--- src/rtl/tlc_state_sequencer_if.sv ---
// Signal bundle between the Mk1 input logic and the state sequencer.
// The sequencer sits on the slave side; the input logic (or a bench) is the master.
interface tlc_state_sequencer_if;
    logic [3:0] x;       // next state from input logic
    logic       sensor;  // raw side-street car sensor, asynchronous
    logic [3:0] y;       // registered current state
    logic       w;       // latched car request
    logic       adv;     // one-cycle pulse aligned with a new y
    logic [7:0] remain;  // ticks left in the current state

    modport master (
        output x,
        output sensor,
        input  y,
        input  w,
        input  adv,
        input  remain
    );

    modport slave (
        input  x,
        input  sensor,
        output y,
        output w,
        output adv,
        output remain
    );
endinterface

--- src/rtl/tlc_state_sequencer.sv ---
// State register and timing stage of the Mk1 traffic light controller.
// Holds the current state y, loads the next state x only when the dwell
// for the current state runs out, and turns the raw car sensor into the
// latched request w.
module tlc_state_sequencer #(
    parameter int TICK_DIV  = 50_000_000,  // clocks per 1 s tick, >= 2
    parameter int LONG_SEC  = 10,          // dwell for states with y[0]==0
    parameter int SHORT_SEC = 3            // dwell for states with y[0]==1
) (
    input  logic                  clk,
    input  logic                  rst,
    tlc_state_sequencer_if.slave  bus
);

    localparam int PW = (TICK_DIV > 2) ? $clog2(TICK_DIV) : 1;
    localparam logic [PW-1:0] PRE_MAX = PW'(TICK_DIV - 1);

    // Dwell length in ticks is chosen by the low bit of the state code:
    // even codes are the long green/red phases, odd codes the short ones.
    function automatic logic [7:0] dwell(input logic [3:0] s);
        return s[0] ? 8'(SHORT_SEC) : 8'(LONG_SEC);
    endfunction

    logic [PW-1:0] pre;
    logic          tick;
    logic          advance;
    logic [2:0]    sync_pipe;  // [0],[1] synchronizer, [2] previous synced value
    logic          rise;
    logic [3:0]    y_q;
    logic          w_q;
    logic          adv_q;
    logic [7:0]    remain_q;

    assign tick    = (pre == PRE_MAX);
    // remain never sits at 0, so reaching 1 on a tick means the dwell is over
    assign advance = tick && (remain_q == 8'd1);
    assign rise    = sync_pipe[1] & ~sync_pipe[2];

    // Free-running prescaler; deliberately not restarted on advance so the
    // tick grid stays fixed relative to reset release.
    always_ff @(posedge clk or posedge rst) begin
        if (rst)       pre <= '0;
        else if (tick) pre <= '0;
        else           pre <= pre + 1'b1;
    end

    // Two-FF synchronizer plus one more stage holding the last synced value
    // for edge detection.
    always_ff @(posedge clk or posedge rst) begin
        if (rst) sync_pipe <= '0;
        else     sync_pipe <= {sync_pipe[1:0], bus.sensor};
    end

    // State register and dwell countdown; x is only looked at on advance.
    always_ff @(posedge clk or posedge rst) begin
        if (rst) begin
            y_q      <= 4'd0;
            remain_q <= 8'(LONG_SEC);
            adv_q    <= 1'b0;
        end else begin
            adv_q <= advance;
            if (advance) begin
                y_q      <= bus.x;
                remain_q <= dwell(bus.x);
            end else if (tick) begin
                remain_q <= remain_q - 8'd1;
            end
        end
    end

    // Car request: a new synced edge sets it, an advance clears it, and a
    // set in the advance cycle survives into the new state.
    always_ff @(posedge clk or posedge rst) begin
        if (rst)          w_q <= 1'b0;
        else if (rise)    w_q <= 1'b1;
        else if (advance) w_q <= 1'b0;
    end

    assign bus.y      = y_q;
    assign bus.w      = w_q;
    assign bus.adv    = adv_q;
    assign bus.remain = remain_q;

endmodule

--- src/flat_wrapper.sv ---
// flat-port wrapper written by rule: the top's interface ports become plain ports
module tlc_state_sequencer_flat 
#(
    parameter int TICK_DIV  = 50_000_000,                              
    parameter int LONG_SEC  = 10,                                          
    parameter int SHORT_SEC = 3                                            
)
  (clk, rst, bus_x, bus_sensor, bus_y, bus_w, bus_adv, bus_remain);
  tlc_state_sequencer_if bus_i ();
  input  logic clk;
  input  logic rst;
  input wire logic [$bits(bus_i.x)-1:0] bus_x;
  input wire logic [$bits(bus_i.sensor)-1:0] bus_sensor;
  output wire logic [$bits(bus_i.y)-1:0] bus_y;
  output wire logic [$bits(bus_i.w)-1:0] bus_w;
  output wire logic [$bits(bus_i.adv)-1:0] bus_adv;
  output wire logic [$bits(bus_i.remain)-1:0] bus_remain;
  assign bus_i.x = bus_x;
  assign bus_i.sensor = bus_sensor;
  assign bus_y = bus_i.y;
  assign bus_w = bus_i.w;
  assign bus_adv = bus_i.adv;
  assign bus_remain = bus_i.remain;
  tlc_state_sequencer #(.TICK_DIV(TICK_DIV), .LONG_SEC(LONG_SEC), .SHORT_SEC(SHORT_SEC)) u_core (.clk(clk), .rst(rst), .bus(bus_i));
endmodule
--- config.mk ---
export PLATFORM = sky130hd
export DESIGN_NAME = tlc_state_sequencer_flat
export DESIGN_NICKNAME = d
export VERILOG_FILES = /design/src/rtl/tlc_state_sequencer_if.sv /design/src/rtl/tlc_state_sequencer.sv /design/src/flat_wrapper.sv
export SDC_FILE = /design/constraint.sdc
export NUM_CORES = 1
export LEC_CHECK = 0
export BUFFER_PORTS_ARGS = -buffer_cell sky130_fd_sc_hd__buf_4
export CAP_MARGIN = 20
export CORE_UTILIZATION = 51
export CTS_CLUSTER_DIAMETER = 80
export DETAILED_ROUTE_END_ITERATION = 6
export HOLD_SLACK_MARGIN = 0.03
export PLACE_DENSITY = 0.7
export SLEW_MARGIN = 20
export SYNTH_ARGS = -nofsm -noshare
export SYNTH_HDL_FRONTEND = slang
export SYNTH_SLANG_ARGS = --single-unit
--- constraint.sdc ---
create_clock -name clk -period 3.3 [get_ports clk]
set_input_delay 0.66 -clock clk [delete_from_list [all_inputs] [get_ports clk]]
set_output_delay 0.66 -clock clk [all_outputs]
set_load 0.005 [all_outputs]
==> report_table.html <==
<table>
<tr><th>Metric</th><th>Value</th></tr>
<tr><th colspan="2">Setup path</th></tr>
<tr><td>Largest stage delay on the critical path</td><td>630 ps</td></tr>
<tr><td>Cell depth of the worst flop-to-flop path</td><td>5</td></tr>
<tr><td>Nature of the critical path startpoint</td><td>register</td></tr>
<tr><td>Worst endpoint data arrival time</td><td>2300 ps</td></tr>
<tr><td>Setup slack, reg-to-reg</td><td>1190 ps</td></tr>
<tr><td>Critical-path cell list</td><td>nor4_2 -&gt; nand3_1 -&gt; or4_4 -&gt; nor3_2 -&gt; mux2_2</td></tr>
<tr><td>Worst path required time</td><td>3490 ps</td></tr>
<tr><td>Critical-path cell with the highest stage delay</td><td>sky130_fd_sc_hd__or4_4</td></tr>
<tr><td>Endpoint of the worst register-to-register path</td><td>u_core.bus.remain[6]</td></tr>
<tr><td>Largest fanout on the critical path</td><td>11</td></tr>
<tr><td>Worst r2r src</td><td>u_core.pre[9]</td></tr>
<tr><td>Type of element capturing the critical path</td><td>register</td></tr>
<tr><td>Crit Path Class</td><td>reg -&gt; reg</td></tr>
<tr><th colspan="2">Yosys</th></tr>
<tr><td>Post-Synth XOR/XNOR Area</td><td>7.856%</td></tr>
<tr><td>Post-synthesis adder-cell area fraction</td><td>2.363%</td></tr>
<tr><td>Post-synth cell types</td><td>39</td></tr>
<tr><td>Part of the Yosys area used for sequential elements</td><td>50.92%</td></tr>
<tr><td>Cell count after synthesis</td><td>203</td></tr>
<tr><td>Post-synthesis instance area</td><td>2118 um^2</td></tr>
<tr><td>Complex-gate fraction of the synthesized area</td><td>4.548%</td></tr>
<tr><td>Simple-gate share of the synthesized area</td><td>27.76%</td></tr>
<tr><td>Multiplexer share of the synthesized area</td><td>3.721%</td></tr>
<tr><td>Average footprint of a synthesized cell</td><td>10.43 um^2</td></tr>
<tr><td>Register bit total from synthesis</td><td>43</td></tr>
<tr><td>Net count after synthesis</td><td>214</td></tr>
<tr><td>Combinational family with the most area after synthesis</td><td>simple AND/OR/NAND/NOR gates</td></tr>
<tr><td>Yosys warning count</td><td>0</td></tr>
<tr><th colspan="2">Timing</th></tr>
<tr><td>Transition time at the pin with the least slew margin</td><td>533.3 ps</td></tr>
<tr><td>Worst-case clock skew</td><td>6.653 ps</td></tr>
<tr><td>Post-route setup slack</td><td>1188 ps</td></tr>
<tr><td>Achievable frequency</td><td>473.4 MHz</td></tr>
<tr><td>Final slew viol count</td><td>0</td></tr>
<tr><td>Final worst path period share</td><td>64.01%</td></tr>
<tr><td>Number of hold violations in the final report</td><td>0</td></tr>
<tr><td>Unrepaired setup endpoints after global routing</td><td>false</td></tr>
<tr><td>Hold_ws</td><td>356.1 ps</td></tr>
<tr><td>Sum of negative setup slack</td><td>0 ps</td></tr>
<tr><td>Final worst path period need</td><td>2112 ps</td></tr>
<tr><td>Slew Limit Headroom</td><td>64.15%</td></tr>
<tr><td>Number of setup violations in the final report</td><td>0</td></tr>
<tr><th colspan="2">Routing</th></tr>
<tr><td>Total via count after detailed routing</td><td>1514</td></tr>
<tr><td>Count of antenna-violating nets left after detailed routing</td><td>0</td></tr>
<tr><td>1st-iter DRT viols</td><td>68</td></tr>
<tr><td>Drt drc</td><td>0</td></tr>
<tr><td>Count of TritonRoute iterations in the first routing pass</td><td>5</td></tr>
<tr><td>Avg WL per Cell</td><td>13.94 um</td></tr>
<tr><td>Average vias per placed instance</td><td>5.446</td></tr>
<tr><td>WL final</td><td>3874 um</td></tr>
<tr><th colspan="2">Clocking</th></tr>
<tr><td>Post-CTS setup-driven buffer insertion count</td><td>0</td></tr>
<tr><td>Number of clock sinks</td><td>43</td></tr>
<tr><td>Cell at the root of the clock tree</td><td>sky130_fd_sc_hd__clkbuf_8</td></tr>
<tr><td>CTS tree</td><td>done</td></tr>
<tr><td>H-Tree Level Count</td><td>2</td></tr>
<tr><td>Clock Pin Slew Worst Setup and Hold Paths</td><td>80 ps</td></tr>
<tr><td>Clock latency on the worst-skew pair</td><td>300 ps</td></tr>
<tr><td>Clock tree buffer depth</td><td>2</td></tr>
<tr><td>CTS hold repair buffers</td><td>0</td></tr>
<tr><td>CTS buffer count</td><td>5</td></tr>
<tr><td>Count of cells resized by post-cts repair</td><td>0</td></tr>
<tr><th colspan="2">Power and ir drop</th></tr>
<tr><td>Power density relative to cell area</td><td>402.2 nW/um^2</td></tr>
<tr><td>Worst VDD drop</td><td>0.2130 mV</td></tr>
<tr><td>Static Leak</td><td>1.134 nW</td></tr>
<tr><th colspan="2">Global route</th></tr>
<tr><td>Wire length of the first global-routing pass</td><td>6789 um</td></tr>
<tr><td>Residual overflow from global routing</td><td>0</td></tr>
<tr><td>Number of global-route vias before repair</td><td>1467</td></tr>
<tr><td>Total global routing track utilization</td><td>21.01%</td></tr>
<tr><td>Antenna violations before repair</td><td>0</td></tr>
<tr><td>Largest net degree at the start of global routing</td><td>44</td></tr>
<tr><th colspan="2">Worst hold path</th></tr>
<tr><td>Hold Crit Class</td><td>reg -&gt; reg</td></tr>
<tr><td>Hold Crit Depth</td><td>0</td></tr>
<tr><td>Destination of the worst hold path</td><td>u_core.sync_pipe[1]</td></tr>
<tr><td>Hold Startpoint</td><td>u_core.sync_pipe[0]</td></tr>
<tr><th colspan="2">Placed design</th></tr>
<tr><td>Area of placed instances</td><td>2308 um^2</td></tr>
<tr><td>GPL Wtd Cong</td><td>0.8366</td></tr>
<tr><td>HPWL reported at the end of detailed placement</td><td>2693 um</td></tr>
<tr><td>Total of buffers placed on input and output ports</td><td>20</td></tr>
<tr><td>DP Worst Slack</td><td>1196 ps</td></tr>
<tr><th colspan="2">Die</th></tr>
<tr><td>DIE WIDTH</td><td>66.45 um</td></tr>
<tr><td>Number of rows created at floorplan</td><td>23</td></tr>
<tr><td>Number of top-level pins</td><td>21</td></tr>
<tr><td>Floorplan die area</td><td>4415 um^2</td></tr>
<tr><td>Chip height</td><td>66.45 um</td></tr>
<tr><td>Starting density of the core</td><td>52.96%</td></tr>
<tr><td>Placeable Area</td><td>4000 um^2</td></tr>
<tr><th colspan="2">Layout</th></tr>
<tr><td>Proportion of layout cells with a drive suffix above 1</td><td>18.42%</td></tr>
<tr><td>Number of antenna repair diodes</td><td>0</td></tr>
<tr><td>Layout overhead on the synthesized area</td><td>14.53%</td></tr>
<tr><td>Util after Layout</td><td>60.65%</td></tr>
<tr><td>Post-route standard cell area excluding fillers</td><td>2426 um^2</td></tr>
<tr><td>Number of nets in the layout</td><td>238</td></tr>
<tr><th colspan="2">Run</th></tr>
<tr><td>MaxCap Viol Count</td><td>0</td></tr>
<tr><th colspan="2">Run status</th></tr>
<tr><td>Status</td><td>finished, final reports clean</td></tr>
</table>
metrics by stage:
| stage | std cells | total power, mW |
|---|---|---|
| after floorplan | 203 | 0.5527 |
| after global placement | 270 | 0.5659 |
| after detailed placement | 270 | 0.5661 |
| after CTS | 278 | 0.9865 |
| after global routing | 278 | 1.014 |
| final | 278 | 0.9758 |
critical path: cells and delay by family, from the launching register on:
family / cells / cell delay (ps)
flops: 1 / 460
mux: 1 / 350
simple gates: 4 / 1200
cells in the final DEF (no fill, tap or decap), types with 4 or more instances in the layout:
master	n
sky130_fd_sc_hd__nand2_1	17
sky130_fd_sc_hd__nand4_1	9
sky130_fd_sc_hd__mux2_1	6
sky130_fd_sc_hd__nor3_1	5
sky130_fd_sc_hd__o21ai_1	6
sky130_fd_sc_hd__clkbuf_8	6
sky130_fd_sc_hd__xor2_1	11
sky130_fd_sc_hd__nand3_1	16
sky130_fd_sc_hd__buf_4	22
sky130_fd_sc_hd__nor2_1	29
sky130_fd_sc_hd__ha_1	4
sky130_fd_sc_hd__dfrtp_1	41
sky130_fd_sc_hd__inv_1	6
sky130_fd_sc_hd__xnor2_1	8
layer usage:
layer / track usage (%) / share of wire (%) / vias to the layer above / wire (um)
met5: 0 / 0 / - / 0
met4: 8.777 / 1.8 / 0 / 68
met3: 5.172 / 4.5 / 5 / 174
met2: 34.57 / 47 / 31 / 1807
met1: 26.13 / 47 / 719 / 1824
li1: - / - / 759 / -
area by class of cell:
| cell class | instances | area [um^2] |
|---|---|---|
| clock inverter | 2 | 35.03 |
| multi-input combinational | 149 | 979.7 |
| inverter | 6 | 22.52 |
| fill | 354 | 1574 |
| tap | 50 | 62.56 |
| timing repair buffer | 22 | 165.2 |
| sequential | 43 | 1079 |
| clock buffer | 6 | 82.58 |
report_power, final:
group	switching, mW	internal [mW]	leakage (nW)
combinational	0.0121	0.00953	0.515
clock	0.177	0.245	0.0612
sequential	0.00171	0.531	0.558
total	0.191	0.785	1.13
worst max-delay path by stage:
stage	start	slack (ps)	endpoint	cells after the start
after floorplan	u_core.pre[9]	1340	u_core.bus.remain[6]	6
after global placement	u_core.pre[8]	1240	u_core.bus.remain[6]	5
after detailed placement	u_core.pre[8]	1200	u_core.bus.remain[6]	5
after CTS	u_core.pre[9]	1180	u_core.bus.remain[6]	5
after global routing	u_core.pre[9]	1020	u_core.bus.y[1]	5
final	u_core.pre[9]	1190	u_core.bus.remain[6]	5
cells in the mapped netlist:
cell type	count	area, um^2
sky130_fd_sc_hd__xor2_1	11	96.34
sky130_fd_sc_hd__or4_4	1	11.26
sky130_fd_sc_hd__dfrtp_1	41	1026
sky130_fd_sc_hd__buf_2	3	15.01
sky130_fd_sc_hd__a22o_1	1	8.760
sky130_fd_sc_hd__buf_6	2	22.52
sky130_fd_sc_hd__nand3_1	16	80.08
sky130_fd_sc_hd__nor2b_1	1	6.260
sky130_fd_sc_hd__nand4_2	1	12.51
sky130_fd_sc_hd__o21ai_1	6	30.03
sky130_fd_sc_hd__nand2b_1	2	12.51
sky130_fd_sc_hd__ha_1	4	50.05
sky130_fd_sc_hd__and3_1	2	12.51
sky130_fd_sc_hd__nand4b_1	3	26.28
sky130_fd_sc_hd__nand4_1	9	56.30
sky130_fd_sc_hd__or3_1	2	12.51
sky130_fd_sc_hd__nor2_1	29	108.9
sky130_fd_sc_hd__and4b_1	2	20.02
sky130_fd_sc_hd__nor3_2	2	20.02
sky130_fd_sc_hd__a31oi_1	3	18.77
sky130_fd_sc_hd__inv_1	6	22.52
sky130_fd_sc_hd__mux2_2	1	11.26
sky130_fd_sc_hd__a21o_1	1	7.510
sky130_fd_sc_hd__mux2_1	6	67.56
sky130_fd_sc_hd__xnor2_1	8	70.07
sky130_fd_sc_hd__nand2_2	1	6.260
sky130_fd_sc_hd__nor4_4	2	42.54
sky130_fd_sc_hd__nor3b_1	1	7.510
sky130_fd_sc_hd__dfstp_2	2	52.55
sky130_fd_sc_hd__nor4_2	2	25.02
sky130_fd_sc_hd__o31ai_1	1	7.510
sky130_fd_sc_hd__nand2_1	17	63.81
sky130_fd_sc_hd__nand3b_1	2	15.01
sky130_fd_sc_hd__nor4b_1	1	8.760
sky130_fd_sc_hd__a21oi_1	3	15.01
sky130_fd_sc_hd__a211o_1	1	8.760
sky130_fd_sc_hd__nor4_1	1	6.260
sky130_fd_sc_hd__nor3_1	5	25.02
sky130_fd_sc_hd__and4_1	1	8.760
flip-flops by register name, summed over array words and instances (netlist names):
name and cells:
u_core.sync_pipe 3, u_core.bus.remain 8, u_core.pre 26, u_core.bus.w 1, u_core.bus.adv 1, u_core.bus.y 4
cells by family (layout without fill, tap and decap cells):
logic type,after synthesis,in the layout
AND/OR/NAND/NOR,103,103
flip-flops,43,43
XOR/XNOR,19,19
AO/OA/AOI/OAI,16,16
buffers and inverters,11,36
multiplexers,7,7
adder cells (fa/ha/maj),4,4
Note: power is estimated with default switching activity, not from simulation.
